[src/rtl/ram_arb_pkg.sv]
// Shared types and default widths for the two-port RAM sequencing arbiter.
package ram_arb_pkg;

    localparam int DEF_ADDR_W = 10;
    localparam int DEF_DATA_W = 8;

    typedef enum logic [1:0] {
        IDLE,
        SETUP,
        STROBE,
        RESP
    } state_t;

endpackage

[src/rtl/ram_arbiter_if.sv]
// Requester handshakes plus the RAM-side bus of the arbiter, grouped as one interface.
interface ram_arbiter_if
    import ram_arb_pkg::*;
#(
    parameter int ADDR_W = DEF_ADDR_W,
    parameter int DATA_W = DEF_DATA_W
);
    logic              req0;
    logic              req1;
    logic              we0;
    logic              we1;
    logic [ADDR_W-1:0] addr0;
    logic [ADDR_W-1:0] addr1;
    logic [DATA_W-1:0] wdata0;
    logic [DATA_W-1:0] wdata1;
    logic              ack0;
    logic              ack1;
    logic [DATA_W-1:0] rdata;
    logic [ADDR_W-1:0] mem_addr;
    logic [DATA_W-1:0] mem_din;
    logic              mem_wr;
    logic              mem_cs;
    logic [DATA_W-1:0] mem_dout;

    // The arbiter is the slave of the requesters and the sole master of the RAM pins.
    modport slave (
        input  req0, req1, we0, we1, addr0, addr1, wdata0, wdata1, mem_dout,
        output ack0, ack1, rdata, mem_addr, mem_din, mem_wr, mem_cs
    );

    modport master (
        output req0, req1, we0, we1, addr0, addr1, wdata0, wdata1, mem_dout,
        input  ack0, ack1, rdata, mem_addr, mem_din, mem_wr, mem_cs
    );

endinterface

[src/rtl/ram_arbiter_rr_arb2.sv]
// 2-way one-hot grant picker; round-robin by default, fixed priority to
// requester 0 when RAM_ARB_FIXED_PRIO_EN is defined.
module rr_arb2 (
    input  logic [1:0] req,
    input  logic       last_grant,
    output logic [1:0] grant
);

`ifdef RAM_ARB_FIXED_PRIO_EN
    logic unused_last_grant;
    assign unused_last_grant = last_grant;
`endif

    // last_grant is the index of the requester served most recently.
    always_comb begin
        grant = 2'b00;
        case (req)
            2'b01: grant = 2'b01;
            2'b10: grant = 2'b10;
            2'b11: begin
`ifdef RAM_ARB_FIXED_PRIO_EN
                grant = 2'b01;
`else
                grant = last_grant ? 2'b01 : 2'b10;
`endif
            end
            default: grant = 2'b00;
        endcase
    end

endmodule

[src/rtl/ram_arbiter.sv]
// Two-requester sequencer for a single-port async-read RAM: SETUP, STROBE, RESP.
// RAM_ARB_FIXED_PRIO_EN selects fixed priority and drops the last-grant register.
module ram_arbiter
    import ram_arb_pkg::*;
#(
    parameter int ADDR_W = DEF_ADDR_W,
    parameter int DATA_W = DEF_DATA_W
) (
    input  logic          clk,
    input  logic          rst,
    ram_arbiter_if.slave  bus
);

    state_t            state;
    state_t            state_next;
    logic [1:0]        req_vec;
    logic [1:0]        grant;
    logic [1:0]        grant_q;
    logic              last_grant;
    logic              load;
    logic              capture;
    logic              cmd_we;
    logic [ADDR_W-1:0] mem_addr_q;
    logic [DATA_W-1:0] mem_din_q;
    logic [DATA_W-1:0] rdata_q;
    logic              mem_cs_c;
    logic              mem_wr_c;
    logic              ack0_c;
    logic              ack1_c;

    assign req_vec = {bus.req1, bus.req0};

    rr_arb2 u_arb (
        .req        (req_vec),
        .last_grant (last_grant),
        .grant      (grant)
    );

    always_ff @(posedge clk) begin
        if (rst) begin
            state <= IDLE;
        end else begin
            state <= state_next;
        end
    end

    // Strobes and acks decode straight from state, so a reset edge drops them at once.
    always_comb begin
        state_next = state;
        load       = 1'b0;
        capture    = 1'b0;
        mem_cs_c   = 1'b0;
        mem_wr_c   = 1'b0;
        ack0_c     = 1'b0;
        ack1_c     = 1'b0;
        case (state)
            IDLE: begin
                if (|req_vec) begin
                    load       = 1'b1;
                    state_next = SETUP;
                end
            end
            SETUP: begin
                mem_cs_c   = 1'b1;
                state_next = STROBE;
            end
            STROBE: begin
                mem_cs_c   = 1'b1;
                mem_wr_c   = cmd_we;
                capture    = ~cmd_we;
                state_next = RESP;
            end
            RESP: begin
                ack0_c     = grant_q[0];
                ack1_c     = grant_q[1];
                state_next = IDLE;
            end
            default: state_next = IDLE;
        endcase
    end

    // The command registers double as the RAM address/data pins, so those only move on a grant.
    always_ff @(posedge clk) begin
        if (rst) begin
            grant_q    <= 2'b00;
            cmd_we     <= 1'b0;
            mem_addr_q <= '0;
            mem_din_q  <= '0;
            rdata_q    <= '0;
        end else begin
            if (load) begin
                grant_q    <= grant;
                cmd_we     <= grant[1] ? bus.we1    : bus.we0;
                mem_addr_q <= grant[1] ? bus.addr1  : bus.addr0;
                mem_din_q  <= grant[1] ? bus.wdata1 : bus.wdata0;
            end
            if (capture) begin
                rdata_q <= bus.mem_dout;
            end
        end
    end

`ifdef RAM_ARB_FIXED_PRIO_EN
    assign last_grant = 1'b1;
`else
    always_ff @(posedge clk) begin
        if (rst) begin
            last_grant <= 1'b1;
        end else if (load) begin
            last_grant <= grant[1];
        end
    end
`endif

    assign bus.mem_addr = mem_addr_q;
    assign bus.mem_din  = mem_din_q;
    assign bus.mem_cs   = mem_cs_c;
    assign bus.mem_wr   = mem_wr_c;
    assign bus.ack0     = ack0_c;
    assign bus.ack1     = ack1_c;
    assign bus.rdata    = rdata_q;

endmodule

[src/flat_wrapper.sv]
// flat-port wrapper written by rule: the top's interface ports become plain ports
module ram_arbiter_flat import ram_arb_pkg::*;
#(
    parameter int ADDR_W = DEF_ADDR_W,
    parameter int DATA_W = DEF_DATA_W
)
  (clk, rst, bus_req0, bus_req1, bus_we0, bus_we1, bus_addr0, bus_addr1, bus_wdata0, bus_wdata1, bus_mem_dout, bus_ack0, bus_ack1, bus_rdata, bus_mem_addr, bus_mem_din, bus_mem_wr, bus_mem_cs);
  ram_arbiter_if #(.ADDR_W(ADDR_W), .DATA_W(DATA_W)) bus_i ();
  input  logic clk;
  input  logic rst;
  input wire logic [$bits(bus_i.req0)-1:0] bus_req0;
  input wire logic [$bits(bus_i.req1)-1:0] bus_req1;
  input wire logic [$bits(bus_i.we0)-1:0] bus_we0;
  input wire logic [$bits(bus_i.we1)-1:0] bus_we1;
  input wire logic [$bits(bus_i.addr0)-1:0] bus_addr0;
  input wire logic [$bits(bus_i.addr1)-1:0] bus_addr1;
  input wire logic [$bits(bus_i.wdata0)-1:0] bus_wdata0;
  input wire logic [$bits(bus_i.wdata1)-1:0] bus_wdata1;
  input wire logic [$bits(bus_i.mem_dout)-1:0] bus_mem_dout;
  output wire logic [$bits(bus_i.ack0)-1:0] bus_ack0;
  output wire logic [$bits(bus_i.ack1)-1:0] bus_ack1;
  output wire logic [$bits(bus_i.rdata)-1:0] bus_rdata;
  output wire logic [$bits(bus_i.mem_addr)-1:0] bus_mem_addr;
  output wire logic [$bits(bus_i.mem_din)-1:0] bus_mem_din;
  output wire logic [$bits(bus_i.mem_wr)-1:0] bus_mem_wr;
  output wire logic [$bits(bus_i.mem_cs)-1:0] bus_mem_cs;
  assign bus_i.req0 = bus_req0;
  assign bus_i.req1 = bus_req1;
  assign bus_i.we0 = bus_we0;
  assign bus_i.we1 = bus_we1;
  assign bus_i.addr0 = bus_addr0;
  assign bus_i.addr1 = bus_addr1;
  assign bus_i.wdata0 = bus_wdata0;
  assign bus_i.wdata1 = bus_wdata1;
  assign bus_i.mem_dout = bus_mem_dout;
  assign bus_ack0 = bus_i.ack0;
  assign bus_ack1 = bus_i.ack1;
  assign bus_rdata = bus_i.rdata;
  assign bus_mem_addr = bus_i.mem_addr;
  assign bus_mem_din = bus_i.mem_din;
  assign bus_mem_wr = bus_i.mem_wr;
  assign bus_mem_cs = bus_i.mem_cs;
  ram_arbiter #(.ADDR_W(ADDR_W), .DATA_W(DATA_W)) u_core (.clk(clk), .rst(rst), .bus(bus_i));
endmodule
[config.mk]
export PLATFORM = sky130hd
export DESIGN_NAME = ram_arbiter_flat
export DESIGN_NICKNAME = d
export VERILOG_FILES = /design/src/rtl/ram_arb_pkg.sv /design/src/rtl/ram_arbiter_if.sv /design/src/rtl/ram_arbiter_rr_arb2.sv /design/src/rtl/ram_arbiter.sv /design/src/flat_wrapper.sv
export SDC_FILE = /design/constraint.sdc
export NUM_CORES = 1
export LEC_CHECK = 0
export BUFFER_PORTS_ARGS = -buffer_cell sky130_fd_sc_hd__buf_2
export CORE_MARGIN = 4
export CORE_UTILIZATION = 48
export CTS_CLUSTER_DIAMETER = 50
export DETAILED_ROUTE_END_ITERATION = 6
export GPL_ROUTABILITY_DRIVEN = 0
export GPL_TIMING_DRIVEN = 0
export PLACE_DENSITY_LB_ADDON = 0.25
export SLEW_MARGIN = 25
export SYNTH_ARGS = -nofsm -noshare
export SYNTH_HDL_FRONTEND = slang
export SYNTH_HIERARCHICAL = 1
export SYNTH_SLANG_ARGS = --single-unit
[constraint.sdc]
create_clock -name clk -period 2.6 [get_ports clk]
set_clock_uncertainty 0.15 [all_clocks]
set_input_delay 0.26 -clock clk [delete_from_list [all_inputs] [get_ports clk]]
set_output_delay 0.26 -clock clk [all_outputs]
set_load 0.05 [all_outputs]
; Word-level counts from Yosys, hierarchy flattened
; Index checks and enable logic that the tools add are counted.
[totals]
register_bits = 32
latchBits = 0
ramBits = 0
romBits = 0
mem_count = 0
[op_classes]
add_sub_neg = 0
n_mul = 0
div_mod_pow = 0
n_lt_le_gt_ge = 0
eq_ne = 7
shift = 0
n_mux = 14
n_bitwise = 1
reduce_logical = 3
[op_table]
columns = op, count
row1 = $mux W10, 1
row2 = $eq A2 B2 Y1 const B, 4
row3 = $mux W1, 8
row4 = $mux W8, 1
row5 = $pmux W2 S4, 1
row6 = $pmux W2 S3, 1
row7 = $eq A2 B1 Y1 const B, 2
row8 = $mux W2, 2
row9 = $reduce_or A2 Y1, 2
row10 = $logic_not A2 Y1, 1
row11 = $ne A2 B1 Y1 const B, 1
row12 = $not A1 Y1, 1

; Depth between registers and ports, before layout
; Gate-level depths: netlist of run 1.
[logic_depth]
ltp_word = 3
ltp_mapped = 6
depth_no_buf = 5

; Cells and area by module
; The synthesis of run 1 kept the hierarchy.
[by_module_without_submodules]
columns = module, n_inst, cells_per_inst, area_each_um2
row1 = ram_arbiter, 1, 141, 1481.4
row2 = rr_arb2, 1, 3, 18.8

; Worst setup path after synthesis of run 1
; No wires, ideal clock.
[synth_timing]
path_type = reg-to-reg
from = register u_core.state[0]
to = register u_core.state[1]
setup_ps = 128
t_arrival_ps = 1156
required_time_ps = 2322
slack_ps = 1166
path_stages_with_launch = 6
synth_period_minus_slack_ps = 1434
path_cell_list = dfxtp_1 inv_1 ha_1 or3b_1 mux2i_1 nor2_1
[synth_between]
elab_chain_len = 2
[synth_lines]
columns = item, line_no
row1 = from (decl), ram_arbiter.sv:14  ; state_t state;
row2 = from (signal assigned), ram_arbiter.sv:43  ; state <= state_next;
row3 = $eq A2 B2 Y1 (tied with other cells), ram_arbiter.sv:56  ; case (state)
row4 = $pmux W2 S4 / $ne A2 B1 Y1 (equally long branches), n/a
; Several ways; a longest one is shown, not always the timed one.
; A chain may end at the register's enable or synchronous reset.

; Final worst setup path of run 1
[layout_timing]
from = register u_core.state[0]
to = output bus_mem_wr
[layout_between]
elab_chain_len = 2
[layout_lines]
columns = item, line_no
row1 = $eq A2 B2 Y1, ram_arbiter.sv:56
row2 = $mux W1, ram_arbiter.sv:56
row3 = to (decl), flat_wrapper.sv:25  ; output wire logic [$bits(bus_i.mem_wr)-1:0] bus_mem_wr;
; Every way passes these cells.

==> impl_summary.log, run 1 <==
INFO  metric run_status = finished, final reports clean
INFO  metric routed_wire_length_per_instance = 11.5 um
INFO  metric internal_power = 1.31 mW
INFO  metric report.power.total = 2.47 mW
INFO  metric route.detailed.drc = 0
INFO  metric cts_buffers = 5
INFO  metric worst_ep_arrival_time = 1.36 ns
INFO  metric ys_seq_area_frac = 0.427
INFO  metric ir_worst_vdd = 735 uV
INFO  metric share_of_flip_flops_with_an_asynchronous_set_or_reset = 0
INFO  metric hold_path_class = in -> reg
INFO  metric synth.top_cells.by_count = sky130_fd_sc_hd__dfxtp_1, sky130_fd_sc_hd__nor2_1, sky130_fd_sc_hd__mux2i_1
INFO  metric synth_top_cell_area_share = 0.427
INFO  metric cts_htree_levels = 2
INFO  metric synthesized_netlist_net_count = 198
INFO  metric criticalPathCategory = reg -> out
INFO  metric required = 2.19 ns
INFO  metric report.final.setup_viol = 0
INFO  metric hold_buffer_count_at_cts = 1
INFO  metric dr.first_iter.drc_count = 32
INFO  metric number_of_slew_limit_violations_in_the_final_report = 0
INFO  metric post_synth.cell_area_avg = 10.4 sq um
INFO  metric clock_latency = 0.32 ns
INFO  metric synth.ff_latch_count = 32
INFO  metric first_global_vias = 1,290
INFO  metric estimated_wirelength_of_the_detail_placed_design = 2.49 mm
INFO  metric layout_worst_path_cycle_share = 0.683
INFO  metric antenna_cells_inserted = 0
INFO  metric cts-root-buf = sky130_fd_sc_hd__clkbuf_4
INFO  metric timing.critical_path.cells = inv_1 > ha_1 > and2_1 > buf_2
INFO  metric ctsResizeCount = 0
INFO  metric vias_per_cell = 4.75
INFO  metric cell_with_the_largest_stage_delay_on_the_worst_path = sky130_fd_sc_hd__dfxtp_1
INFO  metric io_buffers = 79
INFO  metric dominantRegCellSynth = sky130_fd_sc_hd__dfxtp_1
INFO  metric cpPeakStageDelay = 0.38 ns
INFO  metric post_layout_utilization_of_the_core = 0.679
INFO  metric grt_start_max_net_pins = 11
INFO  metric worst_setup_hold_path_clk_slew = 0.10 ns
INFO  metric timing.critical_path.from_type = flop
INFO  metric grt_first_pass_wirelength = 5.40 mm
INFO  metric yosys_warnings = 6
INFO  metric detailed_place.area = 0.00195 sq mm
INFO  metric post-cts-setup-buffer-count = 0
INFO  metric layout.cell_area.non_filler = 0.00206 sq mm
INFO  metric tightest_slew = 0.392 ns
INFO  metric vias_post_dr = 1,312
INFO  metric setup-tns-final = 0 ns
INFO  metric number_of_antenna_violations_at_the_first_check_in_global_routing = 0
INFO  metric cts.path.max_buffers = 2
INFO  metric timing.fmax = 0.563 GHz
INFO  metric power_frac_seq = 0.294
INFO  metric period_needed = 1.77 ns
INFO  metric final_hold_viol_count = 0
INFO  metric post_synth_instance_area = 0.00150 sq mm
INFO  metric combinationalPowerShare = 0.539
INFO  metric grt_setup_unrepaired = no
INFO  metric horizontal_extent_of_the_die = 63.9 um
INFO  metric floorplan.initialDensity = 0.495
INFO  metric timing.rr.start = u_core/last_grant
INFO  metric die_area = 0.00408 sq mm
INFO  metric finish.cell_count_without_fillers = 276
INFO  metric total_routed_wirelength = 3.17 mm
INFO  metric synth_top_cells_by_area = sky130_fd_sc_hd__dfxtp_1, sky130_fd_sc_hd__mux2i_1, sky130_fd_sc_hd__a211oi_2
INFO  metric worst_setup_path_startpoint = u_core/state[0]
INFO  metric ioPinCount = 80
INFO  metric fp.dieH = 63.9 um
INFO  metric dominant_cell_type_by_area_after_synthesis = sky130_fd_sc_hd__dfxtp_1
INFO  metric core_area = 0.00303 sq mm
INFO  metric grt_util_all_layers = 0.164
INFO  metric total_leakage_power = 0.993 nW
INFO  metric synthMostInstantiatedCell = sky130_fd_sc_hd__dfxtp_1
INFO  metric cp.buffers_inverters = 2
INFO  metric crit_family = flip-flops
INFO  metric timing.hold.worst.start = bus_mem_dout[6]
INFO  metric number_of_synthesized_flops_with_an_enable_pin = 0
INFO  metric tritoncts = built
INFO  metric switching_power = 1.17 mW
INFO  metric netlist_instances = 144
INFO  metric pwr-share-clk = 0.168
INFO  metric drtAntennaViolNets = 0
INFO  metric synthToLayoutAreaGrowth = 37.0%
INFO  metric tritoncts_num_sinks = 32
INFO  metric rows = 20
INFO  metric final_layout_size_suffix_gt1_frac = 0.504
INFO  metric timing.max_slew.rel_slack = 0.736
INFO  metric num-nets-final = 285
INFO  metric critical_path_peak_fanout = 3
INFO  metric ratio_of_total_power_to_cell_area = 1200 mW/mm^2
INFO  metric net_switching_share_of_the_total_power = 0.472
INFO  metric grt_overflow = 0
INFO  metric detail_route.first_pass.iterations = 3
INFO  metric post-place-cells = 267
INFO  metric critPathCaptureType = output pin
INFO  metric cap_viol_max_count = 0
INFO  metric synth.distinct_cells = 19
-- power groups by stage --
stage | clock (mW) | combinational, mW | sequential (mW)
2_1_floorplan | 0 | 0.640 | 1.17
6_report | 0.415 | 1.33 | 0.726
4_1_cts | 0.428 | 1.35 | 0.728
3_5_place_dp | 0 | 1.35 | 0.737
5_1_grt | 0.448 | 1.45 | 0.751
3_3_place_gp | 0 | 1.33 | 0.733
-- placed cells by master (no fill, tap or decap), types with 4 or more instances in the layout --
cell type | netlist | layout
sky130_fd_sc_hd__buf_2 | 5 | 84
sky130_fd_sc_hd__dfxtp_1 | 32 | 32
sky130_fd_sc_hd__nor2_1 | 30 | 30
sky130_fd_sc_hd__mux2i_1 | 28 | 28
sky130_fd_sc_hd__a211oi_2 | 20 | 20
sky130_fd_sc_hd__clkbuf_4 | 2 | 7
sky130_fd_sc_hd__nand2_1 | 5 | 5
sky130_fd_sc_hd__ha_1 | 4 | 4
-- worst paths after layout --
kind                            cells past startpoint  slack [ns]                      to
worst max register to register                      4        1.03  u_core/bus.mem_addr[6]
worst min-delay path                                3        0.03     u_core/bus.rdata[6]
worst max-delay path                                4        0.83              bus_mem_wr
worst min register to register                      2        0.31       u_core/grant_q[1]
-- through the flow --
step,setup WS [ns],hold slack (ns)
final,0.825,0.0257
after global routing,0.745,0.0182
after CTS,0.814,0.0106
after detailed placement,1.00,0.302
after global placement,1.04,0.292
after floorplan,1.17,0.175
-- flip-flops by register name (all words and copies together), names as in the netlist --
name                 cells
u_core/last_grant        1
u_core/bus.mem_addr     10
u_core/state             2
u_core/grant_q           2
u_core/bus.rdata         8
u_core/bus.mem_din       8
u_core/cmd_we            1
-- layout make-up --
| type | instances | area [sq um] |
|---|---|---|
| clock inverters | 1 | 30.0 |
| fillers | 267 | 972 |
| repair buffers | 80 | 405 |
| flip-flops and latches | 32 | 641 |
| clock buffers | 7 | 65.1 |
| multi-input cells | 99 | 790 |
| well taps | 44 | 55.1 |
| inverters | 3 | 11.3 |
| plain buffers | 10 | 58.8 |
-- logic make-up after synthesis --
family,count (synthesis),share of synthesized area
AO/OA/AOI/OAI,27,0.196
adder cells (fa/ha/maj),4,0.0334
buffers and inverters,13,0.0467
flip-flops,32,0.427
multiplexers,28,0.187
AND/OR/NAND/NOR,40,0.110
-- metal layers --
metal | track usage | wire length (um) | vias to the layer above
li1 | - | - | 675
met1 | 0.184 | 1300 | 591
met2 | 0.290 | 1630 | 42
met3 | 0.0510 | 212 | 4
met4 | 0.0566 | 25 | 0
met5 | 0 | 0 | -
-- worst reg2reg max path: cells and delay by family (launching register included) --
| kind | cells | cell delay, ns |
|---|---|---|
| buffers and inverters | 1 | 0.31 |
| multiplexers | 1 | 0.27 |
| AO/OA/AOI/OAI | 2 | 0.37 |
| flip-flops | 1 | 0.34 |
(Power assumes the default switching activity.)
==> inputs of run 2 (changes only) <==
--- a/config.mk
+++ b/config.mk
@@ -7,7 +7,7 @@
 export LEC_CHECK = 0
 export BUFFER_PORTS_ARGS = -buffer_cell sky130_fd_sc_hd__buf_2
 export CORE_MARGIN = 4
-export CORE_UTILIZATION = 48
+export CORE_UTILIZATION = 40
 export CTS_CLUSTER_DIAMETER = 50
 export DETAILED_ROUTE_END_ITERATION = 6
 export GPL_ROUTABILITY_DRIVEN = 0
==> constraint.sdc (replaced) <==
create_clock -name clk -period 1.5 [get_ports clk]
set_clock_uncertainty 0.15 [all_clocks]
set_input_delay 0.15 -clock clk [delete_from_list [all_inputs] [get_ports clk]]
set_output_delay 0.15 -clock clk [all_outputs]
set_load 0.05 [all_outputs]
==> run 2 against run 1 <==
Compared with the run above:
- clock-buffer cell count is 2 lower
- wire length is 18% higher
- final area is 7.2% higher
- sequential power is 79% higher
- clock power is 36% higher
- total power is 76% higher
- critical endpoint is now u_core/state[1]
==> impl_summary.log, run 2 (same netlist as run 1, synthesis figures left out) <==
INFO  metric run_status = finished, final reports clean
INFO  metric timing.rr.start = u_core/state[0]
INFO  metric tritoncts = built
INFO  metric required = 1.50 ns
INFO  metric cts.path.max_buffers = 2
INFO  metric report.power.total = 4.37 mW
INFO  metric tritoncts_num_sinks = 32
INFO  metric worst_ep_arrival_time = 1.45 ns
INFO  metric synthToLayoutAreaGrowth = 46.9%
INFO  metric number_of_antenna_violations_at_the_first_check_in_global_routing = 0
INFO  metric worst_setup_path_startpoint = u_core/state[0]
INFO  metric ff2ff_path_depth = 5
INFO  metric grt_util_all_layers = 0.161
INFO  metric hold_path_class = in -> reg
INFO  metric cts_buffers = 5
INFO  metric die_area = 0.00479 sq mm
INFO  metric post-place-cells = 269
INFO  metric timing.fmax = 0.688 GHz
INFO  metric criticalPathCategory = reg -> reg
INFO  metric post-cts-setup-buffer-count = 0
INFO  metric estimated_wirelength_of_the_detail_placed_design = 2.69 mm
INFO  metric layout_common_cells = sky130_fd_sc_hd__buf_2, sky130_fd_sc_hd__nor2_1, sky130_fd_sc_hd__dfxtp_1
INFO  metric post_layout_utilization_of_the_core = 0.635
INFO  metric number_of_slew_limit_violations_in_the_final_report = 0
INFO  metric vias_per_cell = 4.75
INFO  metric timing.hold.worst.start = bus_req1
INFO  metric hold_ws = 0.0683 ns
INFO  metric grt_overflow = 0
INFO  metric first_global_vias = 1,441
INFO  metric final_hold_viol_count = 0
INFO  metric ioPinCount = 80
INFO  metric grt_setup_unrepaired = yes
INFO  metric setup-tns-final = 0 ns
INFO  metric timing.critical_path.from_type = flop
INFO  metric total_routed_wirelength = 3.75 mm
INFO  metric tightest_slew = 0.433 ns
INFO  metric fp.dieH = 69.2 um
INFO  metric rows = 21
INFO  metric dr.first_iter.drc_count = 37
INFO  metric cts_htree_levels = 2
INFO  metric cap_viol_max_count = 0
INFO  metric vias_post_dr = 1,350
INFO  metric routed_wire_length_per_instance = 13.2 um
INFO  metric worst_setup_hold_path_clk_slew = 0.06 ns
INFO  metric report.final.setup_viol = 0
INFO  metric ratio_of_total_power_to_cell_area = 1980 mW/mm^2
INFO  metric horizontal_extent_of_the_die = 69.2 um
INFO  metric num-nets-final = 294
INFO  metric drtAntennaViolNets = 0
INFO  metric timing.max_slew.rel_slack = 0.711
INFO  metric grt_first_pass_wirelength = 6.33 mm
INFO  metric clock_latency = 0.27 ns
INFO  metric critical_path_peak_fanout = 3
INFO  metric antenna_cells_inserted = 0
INFO  metric critPathCaptureType = flop
INFO  metric detail_route.first_pass.iterations = 4
INFO  metric io_buffers = 79
INFO  metric largest_register_ff_count = 10
INFO  metric finish.cell_count_without_fillers = 284
INFO  metric grt_start_max_net_pins = 11
INFO  metric final_layout_size_suffix_gt1_frac = 0.525
INFO  metric layout_worst_path_cycle_share = 0.969
INFO  metric holdPathStages = 4
INFO  metric cts-root-buf = sky130_fd_sc_hd__clkbuf_8
INFO  metric period_needed = 1.45 ns
INFO  metric total_leakage_power = 1.03 nW
INFO  metric core_area = 0.00347 sq mm
INFO  metric route.detailed.drc = 0
INFO  metric mostFrequentLayoutCell = sky130_fd_sc_hd__buf_2
INFO  metric floorplan.initialDensity = 0.433
INFO  metric ir_worst_vdd = 914 uV
## run 2: changes by cell type in the layout (fill, tap and decap cells not counted), moves of 3 or more
cell,previous run,this run
sky130_fd_sc_hd__clkbuf_8,2,5
sky130_fd_sc_hd__dlygate4sd3_1,1,9
sky130_fd_sc_hd__buf_2,84,79
sky130_fd_sc_hd__clkbuf_4,7,1
sky130_fd_sc_hd__buf_6,0,4
## run 2: final cells by class
class                           count  area, sq um
Buffer                             10         67.6
Clock buffer                        5         68.8
Fill cell                         312         1260
Inverter                            3         13.8
Multi-Input combinational cell     99          831
Sequential cell                    32          646
Tap cell                           46         57.6
Timing Repair Buffer               89          519
## run 2: worst paths after layout
| path | end | slack, ns |
|---|---|---|
| setup reg to reg | u_core/state[1] | 0.05 |
| hold / removal | u_core/grant_q[0] | 0.07 |
| hold reg to reg | u_core/grant_q[0] | 0.32 |
| setup / recovery | u_core/state[1] | 0.05 |
## run 2: stage by stage
stage | setup slack, ns | instance area (sq um)
global route | -0.0253 | 2200
finish | 0.0460 | 2200
CTS | 0.00628 | 2140
floorplan | 0.0661 | 1500
detailed placement | -0.0468 | 1950
global placement | -0.0207 | 1950
## run 2: power by group
part | total, mW | switching [mW] | leakage, nW | internal (mW)
logic | 2.50 | 1.66 | 0.727 | 0.840
clock network | 0.566 | 0.268 | 0.0359 | 0.298
registers | 1.30 | 0.159 | 0.265 | 1.14
## run 2: what timing repair did
action | 4_1_cts | 5_1_grt
resized for setup | 11 | 23
setup endpoints to repair | 22 | 34
cloned | 0 | 1
hold buffers | 9 | 0
hold endpoints to repair | 10 | 0
## run 2: metal layers
layer | vias to the layer above | wire length [um] | global-route usage
met5 | - | 0 | 0
met4 | 0 | 19 | 0.0456
met3 | 2 | 304 | 0.0710
met2 | 45 | 1940 | 0.294
met1 | 609 | 1490 | 0.166
li1 | 694 | - | -
## run 2: worst max-delay path, cell delays in order, from the launching register on
cell and delay, ns:
sky130_fd_sc_hd__dfxtp_4 0.36, sky130_fd_sc_hd__inv_4 0.08, sky130_fd_sc_hd__ha_4 0.14, sky130_fd_sc_hd__or3b_4 0.40, sky130_fd_sc_hd__mux2i_1 0.16, sky130_fd_sc_hd__nor2_1 0.05
==> inputs of run 3 (changes only) <==
--- a/config.mk
+++ b/config.mk
@@ -5,14 +5,15 @@
 export SDC_FILE = /design/constraint.sdc
 export NUM_CORES = 1
 export LEC_CHECK = 0
+export ABC_AREA = 1
 export BUFFER_PORTS_ARGS = -buffer_cell sky130_fd_sc_hd__buf_2
 export CORE_MARGIN = 4
-export CORE_UTILIZATION = 40
+export CORE_UTILIZATION = 41
 export CTS_CLUSTER_DIAMETER = 50
 export DETAILED_ROUTE_END_ITERATION = 6
 export GPL_ROUTABILITY_DRIVEN = 0
 export GPL_TIMING_DRIVEN = 0
-export PLACE_DENSITY_LB_ADDON = 0.25
+export PLACE_DENSITY_LB_ADDON = 0.15
 export SLEW_MARGIN = 25
 export SYNTH_ARGS = -nofsm -noshare
 export SYNTH_HDL_FRONTEND = slang
==> run 3 against run 2 <==
Compared with the run above:
- combinational power shrank 7%
- clock power rose by 41%
- sequential power shrank 4%
- synthesized cell count grew 82%
- via count rose by 32%
- utilization shrank 1.9 points
- register-to-register slack gained 0.06 ns
- first-iteration DRC count up 11%
- area after synthesis increased by 9.3%
- worst setup slack got worse by 0.025 ns
- total power rose by 0.34%
- clock-buffer cell count is 1 higher
==> impl_summary.log, run 3 <==
INFO  metric run_status = finished, final reports clean
INFO  metric number_of_synthesized_flops_with_an_enable_pin = 0
INFO  metric floorplan.initialDensity = 0.435
INFO  metric area_of_the_multi_input_gates = 747 sq um
INFO  metric setup_slack = 0.0206 ns
INFO  metric timing.fmax = 0.676 GHz
INFO  metric synth.distinct_cells = 17
INFO  metric cpPeakStageDelay = 0.34 ns
INFO  metric ioPinCount = 80
INFO  metric worst_ep_arrival_time = 1.18 ns
INFO  metric layout.cell_area.non_filler = 0.00232 sq mm
INFO  metric antenna_cells_inserted = 0
INFO  metric grt_start_max_net_pins = 11
INFO  metric cts.path.max_buffers = 2
INFO  metric tritoncts = built
INFO  metric report.power.total = 4.38 mW
INFO  metric post_synth_instance_area = 0.00164 sq mm
INFO  metric layout_common_cells = sky130_fd_sc_hd__buf_2, sky130_fd_sc_hd__nand2_1, sky130_fd_sc_hd__nor2_1
INFO  metric timing.hold.worst.start = bus_addr1[0]
INFO  metric total_leakage_power = 1.34 nW
INFO  metric cts_buffers = 5
INFO  metric first_global_vias = 1,542
INFO  metric timing.critical_path.from_type = flop
INFO  metric timing.critical_path.cells = inv_1 > ha_2 > buf_6
INFO  metric largest_register_ff_count = 10
INFO  metric grt_overflow = 0
INFO  metric seqCellArea = 642 sq um
INFO  metric place_ws = -0.0688 ns
INFO  metric yosys_warnings = 6
INFO  metric rows = 22
INFO  metric tritoncts_num_sinks = 32
INFO  metric mostFrequentLayoutCell = sky130_fd_sc_hd__buf_2
INFO  metric timing.rr.start = u_core/state[1]
INFO  metric detailed_place.area = 0.00209 sq mm
INFO  metric post_synth.cell_area_avg = 6.26 sq um
INFO  metric cap_viol_max_count = 0
INFO  metric criticalPathCategory = reg -> out
INFO  metric finish.cell_count_without_fillers = 406
INFO  metric critical_path.reg2reg.endpoint = u_core/bus.mem_addr[4]
INFO  metric number_of_slew_limit_violations_in_the_final_report = 0
INFO  metric dominant_cell_type_by_area_after_synthesis = sky130_fd_sc_hd__dfxtp_1
INFO  metric cts-root-buf = sky130_fd_sc_hd__clkbuf_8
INFO  metric clock_latency = 0.28 ns
INFO  metric horizontal_extent_of_the_die = 71.2 um
INFO  metric period_needed = 1.48 ns
INFO  metric synthMostInstantiatedCell = sky130_fd_sc_hd__nand2_1
INFO  metric fp.dieH = 71.2 um
INFO  metric layout_worst_path_cycle_share = 0.986
INFO  metric ys_seq_area_frac = 0.391
INFO  metric fill_cells = 395
INFO  metric ratio_of_total_power_to_cell_area = 1890 mW/mm^2
INFO  metric required = 1.20 ns
INFO  metric critical_path_peak_fanout = 3
INFO  metric detail_route.first_pass.iterations = 4
INFO  metric synth.top_cells.by_count = sky130_fd_sc_hd__nand2_1, sky130_fd_sc_hd__nor2_1, sky130_fd_sc_hd__inv_1
INFO  metric total_routed_wirelength = 4.16 mm
INFO  metric num-nets-final = 411
INFO  metric cell_with_the_largest_stage_delay_on_the_worst_path = sky130_fd_sc_hd__dfxtp_2
INFO  metric grt_first_pass_wirelength = 6.56 mm
INFO  metric grt_setup_unrepaired = yes
INFO  metric hold_path_class = in -> reg
INFO  metric worst_setup_path_startpoint = u_core/state[1]
INFO  metric share_of_flip_flops_with_an_asynchronous_set_or_reset = 0
INFO  metric reg2reg_setup_slack = 0.11 ns
INFO  metric timing.max_slew.rel_slack = 0.819
INFO  metric synth.ff_latch_count = 32
INFO  metric synthToLayoutAreaGrowth = 41.7%
INFO  metric estimated_wirelength_of_the_detail_placed_design = 2.96 mm
INFO  metric post-place-cells = 389
INFO  metric ff2ff_path_depth = 6
INFO  metric cp.buffers_inverters = 2
INFO  metric report.final.setup_viol = 0
INFO  metric cts_htree_levels = 2
INFO  metric io_buffers = 79
INFO  metric synth_top_cell_area_share = 0.391
INFO  metric synth_top_cells_by_area = sky130_fd_sc_hd__dfxtp_1, sky130_fd_sc_hd__nand2_1, sky130_fd_sc_hd__nor2_1
INFO  metric dr.first_iter.drc_count = 41
INFO  metric vias_post_dr = 1,783
INFO  metric final_hold_viol_count = 0
INFO  metric drtAntennaViolNets = 0
INFO  metric route.detailed.drc = 0
INFO  metric number_of_antenna_violations_at_the_first_check_in_global_routing = 0
INFO  metric die_area = 0.00507 sq mm
INFO  metric core_area = 0.00377 sq mm
INFO  metric ir_worst_vdd = 831 uV
INFO  metric dominantRegCellSynth = sky130_fd_sc_hd__dfxtp_1
INFO  metric routed_wire_length_per_instance = 10.2 um
INFO  metric post-cts-setup-buffer-count = 0
INFO  metric netlist_instances = 262
INFO  metric worst_setup_hold_path_clk_slew = 0.07 ns
INFO  metric critPathCaptureType = output pin
INFO  metric synthesized_netlist_net_count = 316
INFO  metric final_layout_size_suffix_gt1_frac = 0.296
INFO  metric holdPathEnd = u_core/bus.mem_addr[0]
INFO  metric holdPathStages = 5
INFO  metric vias_per_cell = 4.39
INFO  metric setup-tns-final = 0 ns
INFO  metric tightest_slew = 0.269 ns
INFO  metric grt_util_all_layers = 0.160
INFO  metric crit_family = flip-flops
-- run 3: changes by cell type after synthesis, moves of 2 or more --
cell                       delta
sky130_fd_sc_hd__and2_1       -3
sky130_fd_sc_hd__mux2i_1     -28
sky130_fd_sc_hd__o21ai_0     +25
sky130_fd_sc_hd__clkbuf_4     -2
sky130_fd_sc_hd__nor2_1      +29
sky130_fd_sc_hd__buf_6        +3
sky130_fd_sc_hd__nand2_1     +64
sky130_fd_sc_hd__buf_2        -3
sky130_fd_sc_hd__a211oi_2    -20
sky130_fd_sc_hd__nand3_1      +4
sky130_fd_sc_hd__nand4_1      +2
sky130_fd_sc_hd__inv_1       +46
-- run 3: logic make-up after synthesis --
group | after synthesis | synth area share
flops | 32 | 0.391
simple gates | 135 | 0.317
buf+inv | 60 | 0.160
fa+ha+maj | 4 | 0.0305
compound gates | 31 | 0.102
-- run 3: where the power goes --
group	switching, mW	leakage, nW	total (mW)	internal (mW)
clock network	0.305	0.0552	0.797	0.492
logic	1.64	1.02	2.33	0.690
registers	0.133	0.265	1.25	1.12
-- run 3: timing repair --
| action | in CTS | in global routing |
|---|---|---|
| resized for setup | 9 | 5 |
| endpoints found under the hold margin | 10 | 0 |
| endpoints found under the setup margin | 20 | 23 |
| pin swaps | 0 | 0 |
| gates cloned | 0 | 0 |
| hold buffers | 9 | 0 |
-- run 3: area by class of cell --
class | instances | share of cell area
buffer | 11 | 0.0350
clock buffer | 6 | 0.0312
clock inverter | 2 | 0.0151
inverter | 49 | 0.0792
multi-input combinational | 170 | 0.322
sequential | 32 | 0.276
tap | 48 | 0.0259
timing repair buffer | 88 | 0.216
-- run 3: tightest hold or removal path: cells and delay by family --
family,cells,cell delay [ns]
and+or+nand+nor,3,0.16
buffers and inverters,1,0.07
AOI/OAI and AO/OA,1,0.06
-- run 3: worst max path at each step --
| stage | slack [ns] | cells after the start | end |
|---|---|---|---|
| 2_1_floorplan | 0.15 | 4 | u_core/state[1] |
| 3_3_place_gp | -0.04 | 7 | u_core/bus.mem_din[1] |
| 3_5_place_dp | -0.07 | 7 | u_core/bus.mem_din[1] |
| 4_1_cts | -0.01 | 3 | bus_mem_cs |
| 5_1_grt | -0.05 | 3 | bus_mem_cs |
| 6_report | 0.02 | 3 | bus_mem_cs |
-- run 3: stage by stage --
step            util  hold slack, ns
4_1_cts        0.613          0.0383
5_1_grt        0.616          0.0487
3_5_place_dp   0.555           0.203
2_1_floorplan      -          0.0691
6_report       0.616          0.0430
3_3_place_gp   0.555           0.190
-- run 3: routing by layer --
metal / vias to the layer above / wire, um / part of all wire / track usage
li1: 959 / - / - / -
met1: 753 / 1780 / 0.43 / 0.187
met2: 66 / 1960 / 0.47 / 0.281
met3: 5 / 381 / 0.092 / 0.0533
met4: 0 / 36 / 0.0087 / 0.0376
met5: - / 0 / 0 / 0
